==> config.mk <==
export PLATFORM = sky130hd
export DESIGN_NAME = terminal_writer
export DESIGN_NICKNAME = d
export VERILOG_FILES = /design/src/rtl/terminal_writer.sv
export SDC_FILE = /design/constraint.sdc
export NUM_CORES = 1
export LEC_CHECK = 0
export CAP_MARGIN = 20
export CORE_MARGIN = 5
export CORE_UTILIZATION = 40
export CTS_CLUSTER_DIAMETER = 150
export DETAILED_ROUTE_END_ITERATION = 6
export GPL_TIMING_DRIVEN = 0
export SYNTH_ARGS = -nofsm -noshare
export SYNTH_HDL_FRONTEND = slang
export SYNTH_SLANG_ARGS = --single-unit
export TNS_END_PERCENT = 20
==> constraint.sdc <==
create_clock -name clk -period 2.9 [get_ports clk]
set_input_delay 0.58 -clock clk [delete_from_list [all_inputs] [get_ports clk]]
set_output_delay 0.58 -clock clk [all_outputs]
set_load 0.02 [all_outputs]
==> src/rtl/terminal_writer.sv <==
// terminal_writer: turns a stream of character bytes into VRAM writes with a
// tracked cursor and hardware scrolling.
//
// Printable bytes (0x20..0x7E) are written at the cursor. CR, LF, BS, TAB and
// FF act as terminal controls. All other bytes are dropped. VRAM holds
// 2**ROW_BITS physical rows that are used as a ring. top_row selects the
// physical row that is shown as screen line 0. When the cursor would move
// below the last visible row, the row just past the visible window is blanked
// first. top_row then advances, so a stale line never becomes visible.
//
// Ports
//   clk, reset_low        clock, asynchronous active-low reset
//   character_*           ready/valid byte input
//   write_*               ready/valid VRAM write port (physical row, column, byte)
//   top_row               physical row shown as screen line 0
//   cursor_row/col        logical cursor position
module terminal_writer #(
  parameter int          ROWS      = 24,
  parameter int          COLS      = 80,
  parameter int          ROW_BITS  = 5,
  parameter int          COL_BITS  = 7,
  parameter int          TAB_WIDTH = 8,
  parameter logic [7:0]  BLANK     = 8'h20
) (
  input  logic                clk,
  input  logic                reset_low,
  output logic                character_ready,
  input  logic                character_valid,
  input  logic [7:0]          character_byte,
  input  logic                write_ready,
  output logic                write_valid,
  output logic [ROW_BITS-1:0] write_row,
  output logic [COL_BITS-1:0] write_col,
  output logic [7:0]          write_byte,
  output logic [ROW_BITS-1:0] top_row,
  output logic [ROW_BITS-1:0] cursor_row,
  output logic [COL_BITS-1:0] cursor_col
);

  typedef enum logic [1:0] {
    S_IDLE,
    S_PUT,
    S_CLEAR_LINE,
    S_CLEAR_SCREEN
  } state_t;

  localparam logic [ROW_BITS-1:0] LAST_ROW = ROW_BITS'(ROWS - 1);
  localparam logic [ROW_BITS-1:0] ROWS_R   = ROW_BITS'(ROWS);
  localparam logic [COL_BITS-1:0] LAST_COL = COL_BITS'(COLS - 1);
  localparam logic [COL_BITS-1:0] TAB_MASK = COL_BITS'(TAB_WIDTH - 1);

  state_t              state_q, state_d;
  logic                ready_q, ready_d;
  logic                wvalid_q, wvalid_d;
  logic [ROW_BITS-1:0] wrow_q, wrow_d;
  logic [COL_BITS-1:0] wcol_q, wcol_d;
  logic [7:0]          wbyte_q, wbyte_d;
  logic [ROW_BITS-1:0] top_q, top_d;
  logic [ROW_BITS-1:0] crow_q, crow_d;
  logic [COL_BITS-1:0] ccol_q, ccol_d;
  // Clear counters: logical row / column of the clear write currently offered.
  logic [ROW_BITS-1:0] clr_row_q, clr_row_d;
  logic [COL_BITS-1:0] clr_col_q, clr_col_d;

  logic                do_newline;
  logic                accept;
  logic                wr_done;
  logic [COL_BITS:0]   tab_sum;
  logic [COL_BITS-1:0] tab_col;

  assign accept  = ready_q & character_valid;
  assign wr_done = wvalid_q & write_ready;

  // The next tab stop is computed one bit wider so that a stop at or past COLS
  // clamps to the last column instead of wrapping.
  assign tab_sum = {1'b0, ccol_q | TAB_MASK} + (COL_BITS + 1)'(1);
  assign tab_col = (tab_sum > {1'b0, LAST_COL}) ? LAST_COL : tab_sum[COL_BITS-1:0];

  always_comb begin
    state_d    = state_q;
    ready_d    = ready_q;
    wvalid_d   = wvalid_q;
    wrow_d     = wrow_q;
    wcol_d     = wcol_q;
    wbyte_d    = wbyte_q;
    top_d      = top_q;
    crow_d     = crow_q;
    ccol_d     = ccol_q;
    clr_row_d  = clr_row_q;
    clr_col_d  = clr_col_q;
    do_newline = 1'b0;

    unique case (state_q)
      S_IDLE: begin
        if (!ready_q) begin
          // One idle bubble after a control byte so ready stays low for a cycle.
          ready_d = 1'b1;
        end else if (accept) begin
          ready_d = 1'b0;
          if (character_byte >= 8'h20 && character_byte <= 8'h7E) begin
            state_d  = S_PUT;
            wvalid_d = 1'b1;
            wrow_d   = top_q + crow_q;
            wcol_d   = ccol_q;
            wbyte_d  = character_byte;
          end else begin
            unique case (character_byte)
              8'h0D: ccol_d = '0;
              8'h0A: do_newline = 1'b1;
              8'h08: if (ccol_q != '0) ccol_d = ccol_q - COL_BITS'(1);
              8'h09: ccol_d = tab_col;
              8'h0C: begin
                state_d   = S_CLEAR_SCREEN;
                clr_row_d = '0;
                clr_col_d = '0;
              end
              default: ;
            endcase
          end
        end
      end

      S_PUT: begin
        if (wr_done) begin
          wvalid_d = 1'b0;
          if (ccol_q < LAST_COL) begin
            ccol_d  = ccol_q + COL_BITS'(1);
            state_d = S_IDLE;
            ready_d = 1'b1;
          end else begin
            ccol_d     = '0;
            do_newline = 1'b1;
          end
        end
      end

      S_CLEAR_LINE: begin
        if (!wvalid_q) begin
          wvalid_d = 1'b1;
          wrow_d   = top_q + ROWS_R;
          wcol_d   = clr_col_q;
          wbyte_d  = BLANK;
        end else if (write_ready) begin
          if (clr_col_q == LAST_COL) begin
            wvalid_d = 1'b0;
            top_d    = top_q + ROW_BITS'(1);
            state_d  = S_IDLE;
            ready_d  = 1'b1;
          end else begin
            clr_col_d = clr_col_q + COL_BITS'(1);
            wcol_d    = clr_col_q + COL_BITS'(1);
          end
        end
      end

      S_CLEAR_SCREEN: begin
        if (!wvalid_q) begin
          wvalid_d = 1'b1;
          wrow_d   = top_q + clr_row_q;
          wcol_d   = clr_col_q;
          wbyte_d  = BLANK;
        end else if (write_ready) begin
          if (clr_col_q == LAST_COL) begin
            if (clr_row_q == LAST_ROW) begin
              wvalid_d  = 1'b0;
              clr_row_d = '0;
              clr_col_d = '0;
              crow_d    = '0;
              ccol_d    = '0;
              state_d   = S_IDLE;
              ready_d   = 1'b1;
            end else begin
              clr_row_d = clr_row_q + ROW_BITS'(1);
              clr_col_d = '0;
              wrow_d    = top_q + clr_row_q + ROW_BITS'(1);
              wcol_d    = '0;
            end
          end else begin
            clr_col_d = clr_col_q + COL_BITS'(1);
            wcol_d    = clr_col_q + COL_BITS'(1);
          end
        end
      end

      default: state_d = S_CLEAR_SCREEN;
    endcase

    // Shared by LF and by the wrap after a write to the last column.
    if (do_newline) begin
      if (crow_q < LAST_ROW) begin
        crow_d  = crow_q + ROW_BITS'(1);
        state_d = S_IDLE;
        // After a wrapped PUT, ready returns at once. After LF, the idle bubble applies.
        ready_d = (state_q == S_PUT);
      end else begin
        state_d   = S_CLEAR_LINE;
        clr_col_d = '0;
      end
    end
  end

  always_ff @(posedge clk or negedge reset_low) begin
    if (!reset_low) begin
      state_q   <= S_CLEAR_SCREEN;
      ready_q   <= 1'b0;
      wvalid_q  <= 1'b0;
      wrow_q    <= '0;
      wcol_q    <= '0;
      wbyte_q   <= BLANK;
      top_q     <= '0;
      crow_q    <= '0;
      ccol_q    <= '0;
      clr_row_q <= '0;
      clr_col_q <= '0;
    end else begin
      state_q   <= state_d;
      ready_q   <= ready_d;
      wvalid_q  <= wvalid_d;
      wrow_q    <= wrow_d;
      wcol_q    <= wcol_d;
      wbyte_q   <= wbyte_d;
      top_q     <= top_d;
      crow_q    <= crow_d;
      ccol_q    <= ccol_d;
      clr_row_q <= clr_row_d;
      clr_col_q <= clr_col_d;
    end
  end

  assign character_ready = ready_q;
  assign write_valid     = wvalid_q;
  assign write_row       = wrow_q;
  assign write_col       = wcol_q;
  assign write_byte      = wbyte_q;
  assign top_row         = top_q;
  assign cursor_row      = crow_q;
  assign cursor_col      = ccol_q;

endmodule

==> impl_metrics.json <==
{
  "worst_path_max_delay_cell": "fa_1",
  "crit_type": "reg -> reg",
  "antenna_found_initial": 0,
  "min_period_ns": 2.83,
  "cp_data_arrival_time_ns": 3.03,
  "grt_max_degree": 28,
  "cts_tree": "yes",
  "first_pass_iters": 5,
  "routed-via-count": 3597,
  "io_pins": 51,
  "rows": 36,
  "async_flop_share_pct": 100,
  "crit_buf_inv": 0,
  "initial_utilization_pct": 40.4,
  "gp_congestion": 0.897,
  "rsz0062_at_grt": "yes",
  "vias_per_cell": 5.58,
  "die_x_um": 109,
  "crit_path_cell_trace": "ha_1, fa_1, ha_1, nand2_1, or3b_2, mux2i_2, xnor2_1, a222oi_1, mux2i_1",
  "fin_tns_setup_ns": 0,
  "yosysMostFrequentCell": "o21ai_0",
  "layout.nets": 550,
  "clock_latency_ns": 0.32,
  "overflow": 0,
  "fp.dieH_um": 109,
  "antenna_cells": 0,
  "cts_hold_buffers": 0,
  "htreeDepth": 2,
  "min_path_type": "in -> async",
  "setup_viol": 0,
  "cpLargestDelayFamily": "adder cells",
  "max_stage_delay_ns": 0.54,
  "seq_area_frac_synth_pct": 34.1,
  "skew_ns": 0.00921,
  "die-area_mm2": 0.0118,
  "syn_nets": 488,
  "grt_pass1_wl_mm": 18.0,
  "timing.fmax_ghz": 0.354,
  "synth_edf_count": 0,
  "relSlewSlack_pct": 52.9,
  "period_share_pct": 97.5,
  "clock_path_buffers": 2,
  "wl_per_cell_um": 16.5,
  "hpwl_mm": 8.08,
  "path_max_fanout": 7,
  "synth_top_area_cell": "dfrtp_1",
  "end_kind": "flop",
  "hold_viol_final": 0,
  "start_kind": "flop",
  "timing.critical_path.required_ns": 3.10,
  "ys_seq_elements": 53,
  "drc_errors": 0,
  "routed_wirelength_mm": 10.7,
  "vdd_drop_max_uv": 308,
  "cap_viol_max_count": 0,
  "yosysWarnings": 0,
  "syn_to_final_growth_pct": 21.9,
  "cts_root_buffer": "clkbuf_8",
  "cts_sinks": 53,
  "clk_pin_slew_worst_paths_ns": 0.11,
  "slew_viol_final": 0,
  "power.leakage_nw": 1.97,
  "status": "completed",
  "netlist.area_leader.share_pct": 32.1,
  "synth_commonest_cells": "o21ai_0, nand2_1, dfrtp_1",
  "worstMarginPinSlew_ns": 0.699,
  "yosys_most_used_dff": "dfrtp_1",
  "dr.first_iter.drc_count": 229,
  "synth.distinct_cells": 57,
  "syn_inst": 449,
  "yosys-top-cells-area": "dfrtp_1, ha_1, o21ai_0, nand2_1, a21oi_1",
  "grt_use_total_pct": 19.0,
  "netlist_area_mm2": 0.00390,
  "io_buffers": 50,
  "cts_buffers": 5,
  "timing.hold.ws_ns": 0.229,
  "detail-route-antenna-nets": 0,
  "grt_pass1_vias": 3563,
  "power.density_mw_per_mm2": 679,
  "core_mm2": 0.00964,
  "cp_common_cell": "ha_1",
  "syn_avg_cell_area_um2": 8.68,
  "drive_gt1_share_pct": 9.77
}
==> path summary, 6_finish.rpt <==
check | from | end | slack [ns] | cells past startpoint
setup / recovery | top_row[0] | write_row[4] | 0.07 | 9
hold / removal | reset_low | top_row[1] | 0.23 | 2
setup reg to reg | top_row[0] | write_row[4] | 0.07 | 9
hold reg to reg | write_byte[5] | write_byte[5] | 0.49 | 2
max in group asynchronous | reset_low | write_byte[5] | 2.44 | 2
min in group clk | write_byte[5] | write_byte[5] | 0.49 | 2
==> stage by stage <==
stage / std cells / worst slack [ns] / instance area, um^2 / util, % / total power, mW
after floorplan: 449 / 0.171 / 3900 / - / 2.10
after global placement: 632 / -0.443 / 4560 / 47.3 / 2.61
after detailed placement: 634 / -0.153 / 4600 / 47.7 / 2.63
after CTS: 642 / 0.00894 / 4710 / 48.9 / 3.18
after global routing: 645 / -0.0552 / 4750 / 49.3 / 3.47
final: 645 / 0.0721 / 4750 / 49.3 / 3.22
==> layout make-up <==
class / count / area, um^2
fillers: 967 / 4890
clock inverters: 3 / 46.3
inverters: 27 / 101
repair buffers: 55 / 558
plain buffers: 17 / 67.6
clock buffers: 5 / 68.8
flip-flops and latches: 53 / 1330
well taps: 133 / 166
multi-input cells: 352 / 2410
==> cell families (layout without fill, tap and decap cells) <==
logic type      count (synthesis)  count (layout)  synth area share [%]
compound gates                138             138                  23.0
simple gates                  147             147                  19.7
xor+xnor                       24              24                  5.39
buf+inv                        44             107                  4.30
flops                          53              53                  34.1
mux                            16              16                  4.43
fa+ha+maj                      27              27                  9.06
==> worst register-to-register path, cell delays in order, from the launching register on <==
cell	delay, ns
dfrtp_2	0.48
ha_1	0.25
fa_1	0.54
ha_1	0.18
nand2_1	0.08
or3b_2	0.47
mux2i_2	0.17
xnor2_1	0.09
a222oi_1	0.33
mux2i_1	0.13
==> routing by layer <==
layer / GRT usage [%] / part of all wire, % / vias to the layer above
met5: 0 / 0 / -
met4: 4.69 / 1.4 / 0
met3: 2.49 / 4.6 / 14
met2: 31.0 / 47 / 96
met1: 26.7 / 47 / 1729
li1: - / - / 1758
==> where the power goes <==
| group | switching [mW] | internal [mW] | leakage, nW |
|---|---|---|---|
| Combinational | 0.992 | 0.686 | 1.25 |
| Sequential | 0.138 | 0.876 | 0.665 |
| Clock | 0.274 | 0.259 | 0.0543 |
==> placed cells by master, fill, tap and decap left out, drive strengths merged, types with 6 or more instances in the layout <==
master,n
o21ai,54
a21o,6
nor3,10
nand3,14
nor2,14
mux2i,6
inv,27
mux2,10
clkdlybuf4s50,49
nor2b,7
clkbuf,18
ha,25
nand2b,7
buf,10
nor4,7
nand2,51
a31oi,6
xnor2,14
dfrtp,50
a21oi,34
and3,10
xor2,10
nand4,9
==> state kept, by name, summed over array words and instances, names as in the netlist <==
name and cells:
state_q 2, clr_row_q 5, top_row 5, character_ready 1
cursor_row 5, write_col 7, cursor_col 7, clr_col_q 7
write_byte 8, write_valid 1, write_row 5
==> what timing repair did <==
item,4_1_cts,5_1_grt
buffers inserted,0,3
resized for setup,0,5
setup endpoints to repair,0,12
Note: power is estimated with default switching activity, not from simulation.
